### src/rtl/riscv_lsu_ctrl_pkg.sv
// Shared types and encodings for the LW/SW load-store control slice.
// Holds opcodes, the memory transaction layout, FSM states and error codes.
package riscv_lsu_ctrl_pkg;

    localparam logic [6:0] LOAD_OPCODE  = 7'b0000011;
    localparam logic [6:0] STORE_OPCODE = 7'b0100011;
    localparam logic [2:0] LW_FUNCT3    = 3'b010;
    localparam logic [2:0] SW_FUNCT3    = 3'b010;
    localparam logic [2:0] SIZE_WORD    = 3'b010;

    typedef struct packed {
        logic [31:0] address;
        logic [31:0] data;
        logic        is_load;
        logic [2:0]  size;
    } mem_transaction_t;

    typedef enum logic [2:0] {
        IDLE,
        EXEC,
        REQ,
        WAIT_RSP,
        WB,
        ERR
    } lsu_state_t;

    typedef enum logic [1:0] {
        ERR_NONE     = 2'b00,
        ERR_ILLEGAL  = 2'b01,
        ERR_MISALIGN = 2'b10,
        ERR_TIMEOUT  = 2'b11
    } lsu_err_t;

    typedef struct packed {
        logic        is_load;
        logic        legal;
        logic [4:0]  rd;
        logic [4:0]  rs1;
        logic [4:0]  rs2;
        logic [31:0] imm32;
    } decoded_mem_instr_t;

    function automatic logic [31:0] sext12(input logic [11:0] v);
        return {{20{v[11]}}, v};
    endfunction

endpackage

### src/rtl/riscv_lsu_ctrl_if.sv
// Instruction and data-memory handshake bundle of the load-store controller.
// master = the controller itself; slave = instruction source plus memory responder.
interface riscv_lsu_ctrl_if;
    import riscv_lsu_ctrl_pkg::*;

    logic             instr_valid;
    logic             instr_ready;
    logic [31:0]      instr;
    logic             mem_req_valid;
    logic             mem_req_ready;
    mem_transaction_t mem_req;
    logic             mem_rsp_valid;
    logic [31:0]      mem_rsp_data;

    modport master (
        input  instr_valid, instr, mem_req_ready, mem_rsp_valid, mem_rsp_data,
        output instr_ready, mem_req_valid, mem_req
    );

    modport slave (
        output instr_valid, instr, mem_req_ready, mem_rsp_valid, mem_rsp_data,
        input  instr_ready, mem_req_valid, mem_req
    );

endinterface

### src/rtl/riscv_lsu_ctrl_decode.sv
// Combinational LW/SW decoder: raw instruction word to decoded_mem_instr_t.
module riscv_mem_instr_decode
    import riscv_lsu_ctrl_pkg::*;
(
    input  logic [31:0]        instr,
    output decoded_mem_instr_t dec
);

    logic [6:0] opcode;
    logic [2:0] funct3;

    assign opcode = instr[6:0];
    assign funct3 = instr[14:12];

    always_comb begin
        dec         = '0;
        dec.is_load = (opcode == LOAD_OPCODE);
        dec.legal   = ((opcode == LOAD_OPCODE)  && (funct3 == LW_FUNCT3)) ||
                      ((opcode == STORE_OPCODE) && (funct3 == SW_FUNCT3));
        dec.rd      = instr[11:7];
        dec.rs1     = instr[19:15];
        dec.rs2     = instr[24:20];
        // Loads carry the immediate in [31:20]; stores split it around rd's field.
        dec.imm32   = dec.is_load ? sext12(instr[31:20])
                                  : sext12({instr[31:25], instr[11:7]});
    end

endmodule

### src/rtl/riscv_lsu_ctrl.sv
// LW/SW load-store controller: decodes one instruction at a time, issues a word
// request to data memory and writes load data back to the register file.
module riscv_lsu_ctrl
    import riscv_lsu_ctrl_pkg::*;
#(
    parameter int unsigned RSP_TIMEOUT = 256,
    parameter bit          CHECK_ALIGN = 1'b1
) (
    input  logic                 clk,
    input  logic                 rst,
    riscv_lsu_ctrl_if.master     bus,
    output logic [4:0]           rf_rs1_idx,
    output logic [4:0]           rf_rs2_idx,
    input  logic [31:0]          rf_rs1_data,
    input  logic [31:0]          rf_rs2_data,
    output logic                 wb_valid,
    output logic [4:0]           wb_rd,
    output logic [31:0]          wb_data,
    output logic                 err_valid,
    output logic [1:0]           err_code,
    output logic                 busy
);

    lsu_state_t         state_q, state_d;
    logic [31:0]        instr_q;
    decoded_mem_instr_t dec;
    logic [31:0]        addr;
    logic               misaligned;
    logic               tmo_hit;
    mem_transaction_t   req_q;
    logic [31:0]        rsp_q;
    lsu_err_t           err_q;
    logic [31:0]        tmo_q;

    riscv_mem_instr_decode u_decode (
        .instr (instr_q),
        .dec   (dec)
    );

    assign rf_rs1_idx = instr_q[19:15];
    assign rf_rs2_idx = instr_q[24:20];
    assign addr       = rf_rs1_data + dec.imm32;
    assign misaligned = CHECK_ALIGN && (addr[1:0] != 2'b00);
    // tmo_q holds cycles already spent waiting; abort once this cycle makes RSP_TIMEOUT.
    assign tmo_hit    = (RSP_TIMEOUT != 0) && (tmo_q == 32'(RSP_TIMEOUT - 1));

    always_ff @(posedge clk) begin
        if (rst) state_q <= IDLE;
        else     state_q <= state_d;
    end

    always_comb begin
        state_d           = state_q;
        bus.instr_ready   = 1'b0;
        bus.mem_req_valid = 1'b0;
        bus.mem_req       = req_q;
        wb_valid          = 1'b0;
        wb_rd             = '0;
        wb_data           = '0;
        err_valid         = 1'b0;
        err_code          = '0;
        busy              = (state_q != IDLE);
        unique case (state_q)
            IDLE: begin
                bus.instr_ready = !rst;
                if (bus.instr_valid) state_d = EXEC;
            end
            EXEC: begin
                if (!dec.legal || misaligned) state_d = ERR;
                else                          state_d = REQ;
            end
            REQ: begin
                bus.mem_req_valid = 1'b1;
                if (bus.mem_req_ready) state_d = req_q.is_load ? WAIT_RSP : IDLE;
            end
            WAIT_RSP: begin
                if (bus.mem_rsp_valid) state_d = WB;
                else if (tmo_hit)      state_d = ERR;
            end
            WB: begin
                wb_valid = (dec.rd != 5'd0);
                wb_rd    = wb_valid ? dec.rd : '0;
                wb_data  = wb_valid ? rsp_q  : '0;
                state_d  = IDLE;
            end
            ERR: begin
                err_valid = 1'b1;
                err_code  = err_q;
                state_d   = IDLE;
            end
            default: state_d = IDLE;
        endcase
    end

    always_ff @(posedge clk) begin
        if (rst) begin
            instr_q <= '0;
            req_q   <= '0;
            rsp_q   <= '0;
            err_q   <= ERR_NONE;
            tmo_q   <= '0;
        end else begin
            unique case (state_q)
                IDLE: if (bus.instr_valid) instr_q <= bus.instr;
                EXEC: begin
                    if (!dec.legal)      err_q <= ERR_ILLEGAL;
                    else if (misaligned) err_q <= ERR_MISALIGN;
                    else begin
                        req_q.address <= addr;
                        req_q.data    <= dec.is_load ? '0 : rf_rs2_data;
                        req_q.is_load <= dec.is_load;
                        req_q.size    <= SIZE_WORD;
                    end
                end
                REQ: tmo_q <= '0;
                WAIT_RSP: begin
                    tmo_q <= tmo_q + 32'd1;
                    if (bus.mem_rsp_valid) rsp_q <= bus.mem_rsp_data;
                    else if (tmo_hit)      err_q <= ERR_TIMEOUT;
                end
                default: ;
            endcase
        end
    end

endmodule

### src/flat_wrapper.sv
// flat-port wrapper written by rule: the top's interface ports become plain ports
module riscv_lsu_ctrl_flat import riscv_lsu_ctrl_pkg::*;
#(
    parameter int unsigned RSP_TIMEOUT = 256,
    parameter bit          CHECK_ALIGN = 1'b1
)
  (clk, rst, rf_rs1_idx, rf_rs2_idx, rf_rs1_data, rf_rs2_data, wb_valid, wb_rd, wb_data, err_valid, err_code, busy, bus_instr_valid, bus_instr, bus_mem_req_ready, bus_mem_rsp_valid, bus_mem_rsp_data, bus_instr_ready, bus_mem_req_valid, bus_mem_req);
  riscv_lsu_ctrl_if bus_i ();
  input  logic clk;
  input  logic rst;
  output logic [4:0] rf_rs1_idx;
  output logic [4:0] rf_rs2_idx;
  input  logic [31:0] rf_rs1_data;
  input  logic [31:0] rf_rs2_data;
  output logic wb_valid;
  output logic [4:0] wb_rd;
  output logic [31:0] wb_data;
  output logic err_valid;
  output logic [1:0] err_code;
  output logic busy;
  input wire logic [$bits(bus_i.instr_valid)-1:0] bus_instr_valid;
  input wire logic [$bits(bus_i.instr)-1:0] bus_instr;
  input wire logic [$bits(bus_i.mem_req_ready)-1:0] bus_mem_req_ready;
  input wire logic [$bits(bus_i.mem_rsp_valid)-1:0] bus_mem_rsp_valid;
  input wire logic [$bits(bus_i.mem_rsp_data)-1:0] bus_mem_rsp_data;
  output wire logic [$bits(bus_i.instr_ready)-1:0] bus_instr_ready;
  output wire logic [$bits(bus_i.mem_req_valid)-1:0] bus_mem_req_valid;
  output wire logic [$bits(bus_i.mem_req)-1:0] bus_mem_req;
  assign bus_i.instr_valid = bus_instr_valid;
  assign bus_i.instr = bus_instr;
  assign bus_i.mem_req_ready = bus_mem_req_ready;
  assign bus_i.mem_rsp_valid = bus_mem_rsp_valid;
  assign bus_i.mem_rsp_data = bus_mem_rsp_data;
  assign bus_instr_ready = bus_i.instr_ready;
  assign bus_mem_req_valid = bus_i.mem_req_valid;
  assign bus_mem_req = bus_i.mem_req;
  riscv_lsu_ctrl #(.RSP_TIMEOUT(RSP_TIMEOUT), .CHECK_ALIGN(CHECK_ALIGN)) u_core (.clk(clk), .rst(rst), .bus(bus_i), .rf_rs1_idx(rf_rs1_idx), .rf_rs2_idx(rf_rs2_idx), .rf_rs1_data(rf_rs1_data), .rf_rs2_data(rf_rs2_data), .wb_valid(wb_valid), .wb_rd(wb_rd), .wb_data(wb_data), .err_valid(err_valid), .err_code(err_code), .busy(busy));
endmodule
### config.mk
export PLATFORM = sky130hd
export DESIGN_NAME = riscv_lsu_ctrl_flat
export DESIGN_NICKNAME = d
export VERILOG_FILES = /design/src/rtl/riscv_lsu_ctrl_pkg.sv /design/src/rtl/riscv_lsu_ctrl_if.sv /design/src/rtl/riscv_lsu_ctrl_decode.sv /design/src/rtl/riscv_lsu_ctrl.sv /design/src/flat_wrapper.sv
export SDC_FILE = /design/constraint.sdc
export NUM_CORES = 1
export LEC_CHECK = 0
export CORE_ASPECT_RATIO = 1.25
export CORE_MARGIN = 3
export CORE_UTILIZATION = 45
export CTS_CLUSTER_SIZE = 28
export DETAILED_ROUTE_END_ITERATION = 8
export HOLD_SLACK_MARGIN = 0.02
export PLACE_DENSITY_LB_ADDON = 0.2
export SYNTH_ARGS = -nofsm -noshare
export SYNTH_HDL_FRONTEND = slang
export SYNTH_SLANG_ARGS = --single-unit
### constraint.sdc
create_clock -name clk -period 4.9 [get_ports clk]
set_input_delay 1.47 -clock clk [delete_from_list [all_inputs] [get_ports clk]]
set_output_delay 1.47 -clock clk [all_outputs]
set_load 0.1 [all_outputs]
Word level (Yosys, flattened, before mapping)
Cells that the tools add are included.
{"block": "op_classes", "addsub": 2, "n_eq_ne": 15, "n_mux": 24, "bitwise_logic": 1, "reduce_logical": 17}
{"operator": "two-way mux 32 bit", "n": 3}
{"operator": "case mux 32 bit (2 select lines)", "n": 1}
{"operator": "adder 32 x 1 -> 32 bit, second input constant", "n": 1}
{"operator": "adder 32 bit", "n": 1}
{"operator": "== test 32 x 8 -> 1 bit, second input constant", "n": 1}
{"operator": "two-way mux 3 bit", "n": 5}
{"operator": "two-way mux 5 bit", "n": 3}
{"operator": "two-way mux 2 bit", "n": 6}
{"operator": "case mux 3 bit (4 select lines)", "n": 1}
{"operator": "== test 3 x 2 -> 1 bit, second input constant", "n": 3}
{"operator": "== test 7 x 2 -> 1 bit, second input constant", "n": 1}
{"operator": "== test 7 x 6 -> 1 bit, second input constant", "n": 1}
{"operator": "== test 3 bit, second input constant", "n": 2}
{"operator": "!= test 2 bit, second input constant", "n": 3}
{"operator": "AND reduction 3 bit", "n": 2}
{"operator": "nonzero test 2 bit", "n": 3}
{"operator": "nonzero test 5 bit", "n": 1}
{"operator": "two-way mux 1 bit", "n": 4}
{"operator": "case mux 2 bit (2 select lines)", "n": 1}
{"operator": "AND reduction 2 bit", "n": 2}
{"operator": "AND reduction 4 bit", "n": 1}
{"operator": "== test 3 x 1 -> 1 bit, second input constant", "n": 1}
{"operator": "logical NOT 3 bit", "n": 1}
{"operator": "!= test 3 x 2 -> 1 bit, second input constant", "n": 1}
{"operator": "7 further kinds", "n": 10}
{"block": "totals", "ff_bits": 167, "out_inout_bits": 122, "elab_cells": 68}

Logic depth before layout (Yosys ltp)
{"block": "depth", "ltp_word": 7, "mapped_depth": 15, "depth_no_buf": 14}

Hierarchy
From an unflattened synthesis, not the netlist that was laid out.
{"block": "unflattened", "cells_unflattened": 1166, "hier_area_um2": 8967.4}
{"module": "riscv_lsu_ctrl", "n_inst": 1, "cells_each": 1113, "area_per_inst_um2": 8526.9, "seq_area_each_um2": 3343.2}
{"module": "riscv_mem_instr_decode", "n_inst": 1, "cells_each": 53, "area_per_inst_um2": 440.4, "seq_area_each_um2": 0.0}

Worst setup path after synthesis
No wires, ideal clock.
{"block": "synth_timing", "kind": "input port to output port", "start": "in rst", "end": "out bus_instr_ready", "arrival_ns": 3.333, "required_time_ns": 3.430, "setup_slack_ns": 0.097, "cell_stages": 4, "path_buffers": 3, "cell_sequence": "clkbuf_1 > clkbuf_1 > clkbuf_1 > nor2_1"}
{"block": "synth_via", "elab_chain_len": 2}
{"item": "from (decl)", "line": "flat_wrapper.sv:10", "source": "input logic rst;"}
{"item": "logical NOT 1 bit", "line": "riscv_lsu_ctrl.sv:65", "source": "bus.instr_ready = !rst;"}
{"item": "two-way mux 1 bit", "line": "riscv_lsu_ctrl.sv:63", "source": "unique case (state_q)"}
{"item": "to (decl)", "line": "flat_wrapper.sv:26", "source": "output wire logic [$bits(bus_i.instr_ready)-1:0] bus_instr_ready;"}
Every way passes these cells.

Worst setup path after layout
{"block": "layout_timing", "start": "reg u_core.instr_q[2]", "end": "reg u_core.req_q, in the netlist u_core.bus.mem_req[62]"}
{"block": "layout_via", "elab_chain_len": 6}
{"item": "from (decl)", "line": "riscv_lsu_ctrl.sv:25", "source": "logic [31:0] instr_q;"}
{"item": "from (signal assigned)", "line": "riscv_lsu_ctrl.sv:104", "source": "IDLE: if (bus.instr_valid) instr_q <= bus.instr;"}
{"item": "== test 7 x 2 -> 1 bit", "line": "riscv_lsu_ctrl_decode.sv:17, riscv_lsu_ctrl_decode.sv:18"}
{"item": "two-way mux 5 bit", "line": "riscv_lsu_ctrl_decode.sv:24", "source": "dec.imm32 = dec.is_load ? sext12(instr[31:20])"}
{"item": "adder 32 bit", "line": "riscv_lsu_ctrl.sv:42", "source": "assign addr = rf_rs1_data + dec.imm32;"}
{"item": "nonzero test 2 bit", "line": "riscv_lsu_ctrl.sv:43", "source": "assign misaligned = CHECK_ALIGN && (addr[1:0] != 2'b00);"}
{"item": "inverter 1 bit (no line)"}
{"item": "AND reduction 3 bit (no line)"}
{"item": "to (decl)", "line": "riscv_lsu_ctrl.sv:30", "source": "mem_transaction_t req_q;"}
Parallel ways exist; a longest one is shown, timed or not.
A chain may end at the register's enable or synchronous reset.

==> reports/metrics.cfg <==
[worst_setup_path]
critPathBufInv = 0
path_cells = nor4_1 > nand3_1 > or2_2 > mux2_2 > ha_1 > fa_1 > a211oi_1 > o21a_1 > a2111oi_0 > nor3_1 > a31oi_1 > a21boi_0 > or4_1 > nand3_1
end_kind = register
critPathMaxFanout = 11
path_common_cell = nand3_1
critical-path-top-delay-family = simple AND/OR/NAND/NOR gates
arrival_ps = 4490
cp_slowest_cell = nor3_1
startpoint_type = register
worstSetupPathType = register to register
crit_path_max_incr_delay_ps = 530
required_ps = 5210

[global_route]
grt_overflow = 0
track_usage_pct = 23.8
grt_pass1_vias = 7971
grt_max_degree = 86
grt_first_pass_wirelength_um = 40200
antenna_found_initial = 2

[synth]
ys_warn_count = 0
synth_seq_cells = 167
synth_top_cell_area_share_pct = 39.0
synthFlopType = dfxtp_1
avgSynthCellArea_um2 = 7.65
synth_edf_count = 0
ys_top_cells_by_area = dfxtp_1, nand2_1, a21oi_1
syn-cell-area_um2 = 8560
synthDistinctLibCells = 61
synthCells = 1120
ys_async_sr_fraction_pct = 0
ys_seq_area_share_pct = 39.0
synth_top_area_cell = dfxtp_1

[detailed_routing]
vias = 8406
totalWireLength_um = 25500
viasPerCell = 5.38
ant_nets = 0
drtPass1Iterations = 7
drcViolationCount = 0
wl_per_cell_um = 16.3
dr.first_iter.drc_count = 511

[clock_network]
cts_made_buffers = 17
ctsHoldBuffers = 0
ctsHtreeMaxLevel = 4
clk_pin_slew_ps = 70
cts_buffer_depth = 2
clock-sinks = 167
cts_tree = done
clock_latency_ps = 420
cts_setup_buffers = 0
root_buffer = clkbuf_16
post_cts_resized = 0

[power_and_ir_drop]
leakage_nw = 4.26
p_total_mw = 3.45
seqPwrFrac_pct = 41.3
combPwrFrac_pct = 19.9
power_frac_clock_pct = 38.8
p_sw_share_pct = 30.0
power_density_nw_per_um2 = 299
peakVddDrop_v = 0.000233
p_switching_mw = 1.04
internal_power_mw = 2.42

[floorplan]
die_h_um = 160
fp.dieW_um = 129
die-area_um2 = 20700
start_util_pct = 46.6
core_area_um2 = 18400
num_rows = 55
io_pins = 255

[cells_and_area]
fin_nets = 1487
final_cell_mix = nand2_1, clkdlybuf4s50_1, dfxtp_1, a21oi_1, nor2_1
final_common_cell = nand2_1
area_growth_pct = 34.9
fillerInstances = 1724
final_layout_size_suffix_gt1_share_pct = 8.63
design_area_um2 = 11600
multi_input_area_um2 = 4780
register_area_um2 = 3340

[job]
drv_cap = 0

[placed_design]
place_ws_ps = 368
dpl.hpwl_um = 18400
port_buffers = 252
dpl-instance-area_um2 = 11000
gp_congestion = 0.934

[timing]
rsz0062_at_grt = no
final-setup-viol-count = 0
period_minus_slack_ps = 4180
final.setup_skew_ps = 10.5
fmax_mhz = 239
finalHoldViolCount = 0
drv_slew = 0
hold-worst-slack_ps = 450
slew_headroom_pct = 26.3
fin_ws_ps = 723
min_period_over_period_pct = 85.2
worst_pin_slew_ps = 1110
final.setup.tns_ps = 0

[run_status]
status = finished, final reports clean

[worst_hold_path]
hold_class = register to register

cells in the mapped netlist, drive strengths merged, types with 3 or more instances:
| master | count |
|---|---|
| nand2 | 261 |
| a21oi | 167 |
| dfxtp | 167 |
| clkbuf | 62 |
| nor2 | 59 |
| nand3 | 55 |
| and2 | 43 |
| o21ai | 33 |
| ha | 32 |
| buf | 21 |
| xnor2 | 19 |
| o211ai | 15 |
| nor3 | 14 |
| nor4 | 14 |
| inv | 13 |
| nand4 | 13 |
| a21o | 11 |
| or3 | 11 |
| a211oi | 10 |
| mux2 | 9 |
| o21a | 9 |
| and3 | 8 |
| xor2 | 8 |
| nand2b | 6 |
| or2 | 6 |
| or4 | 6 |
| mux2i | 5 |
| a31oi | 4 |
| nand3b | 4 |
| nor2b | 4 |
| o21bai | 4 |
| a211o | 3 |
final timing paths:
path | endpoint | slack [ps] | cells after the start | startpoint
worst min-delay path | u_core.rsp_q[0] | 450 | 2 | u_core.rsp_q[0]
worst max register to register | u_core.bus.mem_req[62] | 720 | 14 | u_core.instr_q[2]
worst max-delay path | u_core.bus.mem_req[62] | 720 | 14 | u_core.instr_q[2]
worst min register to register | u_core.rsp_q[0] | 450 | 2 | u_core.rsp_q[0]
registers in the layout, indices dropped and copies added, names as in the netlist:
signal	cells
u_core.state_q	3
u_core.err_q	2
u_core.bus.mem_req	66
u_core.instr_q	32
u_core.rsp_q	32
u_core.tmo_q	32
tightest hold or removal path, cell delays in order (launching register included):
cell	delay (ps)
dfxtp_1	310
nand2_1	50
a21oi_1	50
cell type report:
class,instances,area share (%)
Inverter,13,0.422
Timing Repair Buffer,264,21.8
Clock buffer,17,3.68
Antenna cell,2,0.0433
Tap cell,228,2.47
Multi-Input combinational cell,858,41.4
Clock inverter,13,1.28
Sequential cell,167,28.9
metal layers:
| layer | track usage [%] | share of wire (%) | up-vias |
|---|---|---|---|
| met5 | 0 | 0 | - |
| met4 | 9.22 | 2.5 | 0 |
| met3 | 5.12 | 6.0 | 39 |
| met2 | 42.4 | 51 | 237 |
| met1 | 27.6 | 40 | 3875 |
| li1 | - | - | 4255 |
metrics by stage:
step,util (%),std cells
floorplan,-,1121
global placement,59.7,1530
detailed placement,59.7,1530
CTS,62.9,1560
global route,62.9,1562
finish,62.9,1562
power by group through the flow:
stage / Clock, mW / Combinational [mW] / Sequential (mW)
6_report: 1.34 / 0.687 / 1.43
5_1_grt: 1.42 / 0.750 / 1.43
4_1_cts: 1.36 / 0.686 / 1.43
3_5_place_dp: 0 / 0.682 / 1.46
3_3_place_gp: 0 / 0.681 / 1.46
2_1_floorplan: 0 / 0.484 / 1.44
kinds of logic after synthesis:
kind of cell	Yosys count	share of synthesized area (%)
compound gates	273	18.7
other cells	1	0.0438
flops	167	39.0
mux	14	1.77
xor+xnor	27	2.76
simple gates	509	27.6
fa+ha+maj	33	4.91
buf+inv	96	5.23
(Power assumes the default switching activity.)
